===== config.mk =====
export PLATFORM = sky130hd
export DESIGN_NAME = colsum_sequencer_flat
export DESIGN_NICKNAME = d
export VERILOG_FILES = /design/src/rtl/colsum_pkg.sv /design/src/rtl/colsum_if.sv /design/src/rtl/colsum_sat.sv /design/src/rtl/colsum_sequencer.sv /design/src/flat_wrapper.sv
export SDC_FILE = /design/constraint.sdc
export NUM_CORES = 1
export LEC_CHECK = 0
export CORE_ASPECT_RATIO = 0.7
export CORE_MARGIN = 8
export CORE_UTILIZATION = 27
export DETAILED_ROUTE_END_ITERATION = 8
export GPL_TIMING_DRIVEN = 0
export PLACE_DENSITY = 0.46
export SYNTH_ARGS = -nofsm -noshare
export SYNTH_HDL_FRONTEND = slang
export SYNTH_SLANG_ARGS = --single-unit

===== constraint.sdc =====
create_clock -name clk -period 10 [get_ports clk]
set_input_delay 2 -clock clk [delete_from_list [all_inputs] [get_ports clk]]
set_output_delay 2 -clock clk [all_outputs]
set_load 0.02 [all_outputs]

===== src/rtl/colsum_pkg.sv =====
// rtl/colsum_pkg.sv - shared widths, saturation limits and FSM encoding for the column-sum sequencer
package colsum_pkg;

  // Width of one signed PE row output
  localparam int ROW_W = 16;
  // Full-precision width of a three-row sum (3 x 16-bit signed never overflows 18 bits)
  localparam int SUM_W = 18;
  // Saturated bytes packed into one output word
  localparam int LANES = 4;
  // Lane index width
  localparam int LANE_W = $clog2(LANES);

  // int8 saturation limits
  localparam logic signed [7:0] SAT_MAX = 8'sh7F;
  localparam logic signed [7:0] SAT_MIN = 8'sh80;

  // Frame sequencing states
  typedef enum logic [1:0] {
    ST_IDLE  = 2'd0,
    ST_RUN   = 2'd1,
    ST_FLUSH = 2'd2,
    ST_DONE  = 2'd3
  } state_t;

  // Pack four lane bytes into one word, lane 0 in the low byte
  function automatic logic [31:0] pack_lanes(input logic [7:0] b3, input logic [7:0] b2,
                                             input logic [7:0] b1, input logic [7:0] b0);
    return {b3, b2, b1, b0};
  endfunction

endpackage


===== src/rtl/colsum_if.sv =====
// rtl/colsum_if.sv - input and output stream signals of the column-sum sequencer
interface colsum_if;
  import colsum_pkg::*;

  // Input stream: {row3, row2, row1} per column
  logic [3*ROW_W-1:0] s_tdata;
  logic               s_tvalid;
  logic               s_tready;

  // Output stream: four packed saturated column sums
  logic [31:0]        m_tdata;
  logic               m_tvalid;
  logic               m_tready;
  logic               m_tlast;

  // Producer of column data and consumer of packed words
  modport master (
    output s_tdata, s_tvalid, m_tready,
    input  s_tready, m_tdata, m_tvalid, m_tlast
  );

  // The sequencer itself
  modport slave (
    input  s_tdata, s_tvalid, m_tready,
    output s_tready, m_tdata, m_tvalid, m_tlast
  );

endinterface


===== src/rtl/colsum_sat.sv =====
// rtl/colsum_sat.sv - three-row signed sum with int8 saturation and a saturation flag
module colsum_sat
  import colsum_pkg::*;
(
  input  logic signed [ROW_W-1:0] row1,
  input  logic signed [ROW_W-1:0] row2,
  input  logic signed [ROW_W-1:0] row3,
  output logic        [7:0]       sat_byte,
  output logic                    sat_flag
);

  localparam logic signed [SUM_W-1:0] SUM_HI = SUM_W'(SAT_MAX);
  localparam logic signed [SUM_W-1:0] SUM_LO = SUM_W'(SAT_MIN);

  logic signed [SUM_W-1:0] sum;

  // Sign-extend every row before adding so the range check sees the exact sum
  always_comb begin
    sum = $signed({{(SUM_W-ROW_W){row1[ROW_W-1]}}, row1})
        + $signed({{(SUM_W-ROW_W){row2[ROW_W-1]}}, row2})
        + $signed({{(SUM_W-ROW_W){row3[ROW_W-1]}}, row3});
    sat_flag = 1'b0;
    sat_byte = sum[7:0];
    if (sum > SUM_HI) begin
      sat_byte = SAT_MAX;
      sat_flag = 1'b1;
    end else if (sum < SUM_LO) begin
      sat_byte = SAT_MIN;
      sat_flag = 1'b1;
    end
  end

endmodule


===== src/rtl/colsum_sequencer.sv =====
// rtl/colsum_sequencer.sv - frames column sums into packed int8 words; COLSUM_SAT_CNT_EN adds sat_cnt
module colsum_sequencer
  import colsum_pkg::*;
#(
  parameter int NUM_COLS = 16
) (
  input  logic       clk,
  input  logic       rst,
  input  logic       start,
  output logic       busy,
  output logic       done,
  colsum_if.slave    axis
`ifdef COLSUM_SAT_CNT_EN
  ,
  output logic [15:0] sat_cnt
`endif
);

  localparam logic [15:0]       COL_LAST  = 16'(NUM_COLS - 1);
  localparam logic [LANE_W-1:0] LANE_LAST = LANE_W'(LANES - 1);

  state_t            state;
  logic [LANE_W-1:0] lane;
  logic [15:0]       col_cnt;
  logic [7:0]        stage0;
  logic [7:0]        stage1;
  logic [7:0]        stage2;
  logic [31:0]       m_data_q;
  logic              m_valid_q;
  logic              m_last_q;
  logic              busy_q;
  logic              done_q;

  logic [7:0]        sat_byte;
  logic              sat_flag;
  logic              s_ready_c;
  logic              beat_acc;
  logic              word_acc;
  logic              last_beat;
  logic              start_acc;

  colsum_sat u_sat (
    .row1     (axis.s_tdata[ROW_W-1:0]),
    .row2     (axis.s_tdata[2*ROW_W-1:ROW_W]),
    .row3     (axis.s_tdata[3*ROW_W-1:2*ROW_W]),
    .sat_byte (sat_byte),
    .sat_flag (sat_flag)
  );

  // The lane-3 beat completes a word, so it may only enter when the output slot is free or draining
  always_comb begin
    s_ready_c = (state == ST_RUN) && ((lane != LANE_LAST) || !m_valid_q || axis.m_tready);
    beat_acc  = axis.s_tvalid && s_ready_c;
    word_acc  = m_valid_q && axis.m_tready;
    last_beat = (col_cnt == COL_LAST);
    start_acc = (state == ST_IDLE) && start;
  end

  // Frame FSM with lane staging and the output word register
  always_ff @(posedge clk) begin
    if (rst) begin
      state     <= ST_IDLE;
      lane      <= '0;
      col_cnt   <= '0;
      stage0    <= '0;
      stage1    <= '0;
      stage2    <= '0;
      m_data_q  <= '0;
      m_valid_q <= 1'b0;
      m_last_q  <= 1'b0;
      busy_q    <= 1'b0;
      done_q    <= 1'b0;
    end else begin
      // A drained word frees the slot; a same-cycle load below overrides this
      if (word_acc) begin
        m_valid_q <= 1'b0;
        m_last_q  <= 1'b0;
      end

      if (beat_acc) begin
        lane    <= lane + LANE_W'(1);
        col_cnt <= col_cnt + 16'd1;
        case (lane)
          2'd0:    stage0 <= sat_byte;
          2'd1:    stage1 <= sat_byte;
          2'd2:    stage2 <= sat_byte;
          default: begin
            m_data_q  <= pack_lanes(sat_byte, stage2, stage1, stage0);
            m_valid_q <= 1'b1;
            m_last_q  <= last_beat;
          end
        endcase
      end

      case (state)
        ST_IDLE: begin
          done_q <= 1'b0;
          if (start) begin
            state   <= ST_RUN;
            lane    <= '0;
            col_cnt <= '0;
            busy_q  <= 1'b1;
          end
        end
        ST_RUN: begin
          if (beat_acc && last_beat) begin
            state <= ST_FLUSH;
          end
        end
        ST_FLUSH: begin
          if (word_acc && m_last_q) begin
            state  <= ST_DONE;
            busy_q <= 1'b0;
            done_q <= 1'b1;
          end
        end
        ST_DONE: begin
          state  <= ST_IDLE;
          done_q <= 1'b0;
        end
        default: state <= ST_IDLE;
      endcase
    end
  end

`ifdef COLSUM_SAT_CNT_EN
  // Saturation event counter: restarts with each frame and sticks at all-ones
  always_ff @(posedge clk) begin
    if (rst) begin
      sat_cnt <= '0;
    end else if (start_acc) begin
      sat_cnt <= '0;
    end else if (beat_acc && sat_flag && (sat_cnt != 16'hFFFF)) begin
      sat_cnt <= sat_cnt + 16'd1;
    end
  end
`else
  logic unused_sat;
  assign unused_sat = sat_flag ^ start_acc;
`endif

  assign axis.s_tready = s_ready_c;
  assign axis.m_tdata  = m_data_q;
  assign axis.m_tvalid = m_valid_q;
  assign axis.m_tlast  = m_last_q;
  assign busy          = busy_q;
  assign done          = done_q;

endmodule


===== src/flat_wrapper.sv =====
// flat-port wrapper written by rule: the top's interface ports become plain ports
module colsum_sequencer_flat import colsum_pkg::*;
#(
  parameter int NUM_COLS = 16
)
  (clk, rst, start, busy, done, axis_s_tdata, axis_s_tvalid, axis_m_tready, axis_s_tready, axis_m_tdata, axis_m_tvalid, axis_m_tlast);
  colsum_if axis_i ();
  input  logic clk;
  input  logic rst;
  input  logic start;
  output logic busy;
  output logic done;
  input wire logic [$bits(axis_i.s_tdata)-1:0] axis_s_tdata;
  input wire logic [$bits(axis_i.s_tvalid)-1:0] axis_s_tvalid;
  input wire logic [$bits(axis_i.m_tready)-1:0] axis_m_tready;
  output wire logic [$bits(axis_i.s_tready)-1:0] axis_s_tready;
  output wire logic [$bits(axis_i.m_tdata)-1:0] axis_m_tdata;
  output wire logic [$bits(axis_i.m_tvalid)-1:0] axis_m_tvalid;
  output wire logic [$bits(axis_i.m_tlast)-1:0] axis_m_tlast;
  assign axis_i.s_tdata = axis_s_tdata;
  assign axis_i.s_tvalid = axis_s_tvalid;
  assign axis_i.m_tready = axis_m_tready;
  assign axis_s_tready = axis_i.s_tready;
  assign axis_m_tdata = axis_i.m_tdata;
  assign axis_m_tvalid = axis_i.m_tvalid;
  assign axis_m_tlast = axis_i.m_tlast;
  colsum_sequencer #(.NUM_COLS(NUM_COLS)) u_core (.clk(clk), .rst(rst), .start(start), .busy(busy), .done(done), .axis(axis_i));
endmodule

==> run summary <==
================================================================================
Inserted Clock Buffers                                                         9
Post-synthesis register bit count                                             80
Detailed Route Iter0 Violations                                              206
Setup TNS                                                                   0 ns
Vias in the first global route                                              3922
Largest buffer count on any clock path                                         2
Number of nets with antenna violations after routing                           0
Cells resized by post-CTS repair                                               0
Number of placement rows                                                      39
Detailed-placement wirelength estimate                                  10000 um
Most common library cell in the layout ignoring fill and taps       clkdlybuf4s50_1
Floorplan die height                                                      125 um
Effective utilization at floorplan                                         0.278
Layout cells sized above 1                                                0.0704
Port buffer count                                                             88
Total vias in the final route                                               3987
Overall Global Routing Usage                                               0.118
Worst-Margin Slew                                                       0.663 ns
Post CTS Setup Buffer Count                                                    0
Finish-stage setup viols                                                       0
Setup slack after layout                                                 4.14 ns
Arr. time, crit path                                                     6.05 ns
Initial antenna violation count                                                0
Crit path max fanout                                                          10
Synthesized area                                                    0.00458 mm^2
Fmax                                                                     171 MHz
Wire length per cell after detailed routing                              14.7 um
Clock tree skew after final layout                                    0.00431 ns
Result of the run                                                      completed
Horizontal die dimension                                                  172 um
Mean cell area of the mapped netlist                                   8.75 um^2
Final max-slew violation count                                                 0
Maxcap violations                                                              0
Distinct cell type count after synthesis                                      59
H-tree level count                                                             3
Post-Syn Nets                                                                617
Ports placed on the boundary                                                  90
Worst slew margin relative to its limit                                    0.556
Number of enable flip-flop cells after synthesis                               0
First-pass GRT wire length                                              20500 um
Yosys warning count                                                            0
Most frequent cells in the layout                                   clkdlybuf4s50_1 (88), dfxtp_1 (80), nand2_1 (76)
Cell area power density                                              178 mW/mm^2
Mean number of vias per cell                                                4.69
Unrepaired setup endpoints after global routing                               no
Die Area                                                             0.0214 mm^2
Synthesized instance count                                                   523
1st-pass router iterations                                                     5
Final hold violations                                                          0
Share of synthesized area occupied by flip-flops and latches               0.350
Diode insertion count for antenna repair                                       0
LEAKAGE                                                                  2.16 nW
Root Driver                                                            clkbuf_16
Core region area                                                     0.0164 mm^2
Post-route clock period utilization                                        0.586
Clock Sinks                                                                   80
Grt total ovfl                                                                 0
Final weighted congestion in routability-driven placement                  0.764
Kind of launch point of the worst setup path                        primary input
CTS tree                                                                   built
Critical setup path kind                                               in -> reg
Share of async-settable or async-resettable flops after synthesis              0
Placement-stage worst setup slack                                        3.79 ns
Count of nets after finishing                                                716
Clock latency reported for the late side of the worst-skew pair          0.33 ns
Data required time at the worst endpoint                                10.19 ns
Worst VDD drop                                                       0.0000848 V
Total wire length                                                       12500 um
DRC violation count after routing                                              0
Area growth, synth to finish                                               31.8%
Primary FF master, synth                                                 dfxtp_1
Minimum clock period                                                     5.86 ns
Maximum number of pins on one net before global-route repair                  13
Type of destination of the critical path                                    flop
Clk slew on worst S/H paths                                              0.06 ns
Path category of the worst min-delay check                            reg -> reg
Cts hold-fix bufs                                                              0
================================================================================
worst max-delay path, cell delays in order:
cell and delay [ns]:
clkdlybuf4s50_1 0.45, inv_1 0.05, fa_1 0.52, inv_1 0.04
ha_1 0.25, fa_1 0.42, a21o_1 0.22, a221oi_2 0.49
o21ba_1 0.23, o31ai_2 0.13, a31oi_2 0.60, nor2_1 0.14
a31oi_2 0.36, a311oi_1 0.15
path summary, 6_finish.rpt:
path,from,to,depth (start not counted),slack (ns)
min,u_core.axis.m_tdata[5],u_core.axis.m_tdata[5],2,0.45
max,axis_s_tdata[1],u_core.stage2[5],14,4.14
max reg2reg,u_core.lane[0],u_core.axis.m_tdata[31],9,7.40
min reg2reg,u_core.axis.m_tdata[5],u_core.axis.m_tdata[5],2,0.45
Yosys cell counts (5+ instances only):
master,count,area (um^2)
o211ai_1,6,45.0
xor2_1,13,114
nand2_1,76,285
buf_2,5,25.0
nor2_1,73,274
o21ai_0,18,90.1
clkbuf_1,18,67.6
fa_1,17,340
and3_1,10,62.6
nand3_1,12,60.1
a311oi_1,6,52.6
o31a_1,12,105
a31oi_2,5,62.6
dfxtp_1,80,1600
xnor2_1,13,114
inv_1,17,63.8
nor4_1,6,37.5
a21oi_1,45,225
ha_1,24,300
a31oi_1,8,50.1
registers in the layout (all words and copies together), names as in the netlist:
signal and flops:
u_core.axis.m_tlast 1, u_core.stage2 8, u_core.col_cnt 16, u_core.busy 1, u_core.stage1 8, u_core.axis.m_tvalid 1, u_core.stage0 8, u_core.done 1
u_core.state 2, u_core.lane 2, u_core.axis.m_tdata 32
logic make-up after synthesis:
family | after synthesis | synth area share
and+or+nand+nor | 197 | 0.193
AOI/OAI and AO/OA | 128 | 0.205
DFF | 80 | 0.350
buffers and inverters | 44 | 0.0407
adders and majority gates | 41 | 0.140
xor gates and xnor gates | 29 | 0.0629
muxes | 4 | 0.00875
per-layer routing:
metal	part of all wire	track usage	wire length (um)	vias to the layer above
met1	0.50	0.165	6260	1893
met3	0.048	0.0362	595	7
met5	0	0	0	-
met4	0.0060	0.0204	75	0
met2	0.45	0.178	5560	60
li1	-	-	-	2027
report_power, final:
| group | internal [mW] | switching [mW] | total (mW) |
|---|---|---|---|
| registers | 0.337 | 0.0113 | 0.348 |
| clock network | 0.204 | 0.125 | 0.328 |
| logic | 0.161 | 0.238 | 0.399 |
metrics by stage:
stage	area [um^2]	hold WS, ns	instances	utilization	power, mW
detailed placement	5740	0.447	836	0.349	0.756
finish	6040	0.450	850	0.367	1.08
CTS	6040	0.455	850	0.367	1.09
floorplan	4580	0.429	523	-	0.643
global route	6040	0.476	850	0.367	1.15
global placement	5740	0.447	836	0.349	0.751
area by class of cell:
type | count | area, um^2
flip-flops and latches | 80 | 1600
well taps | 225 | 282
clock buffers | 11 | 253
fillers | 1696 | 10400
plain buffers | 27 | 123
repair buffers | 88 | 881
multi-input cells | 399 | 2790
clock inverters | 3 | 42.5
inverters | 17 | 63.8
Note: power is estimated with default switching activity, not from simulation.
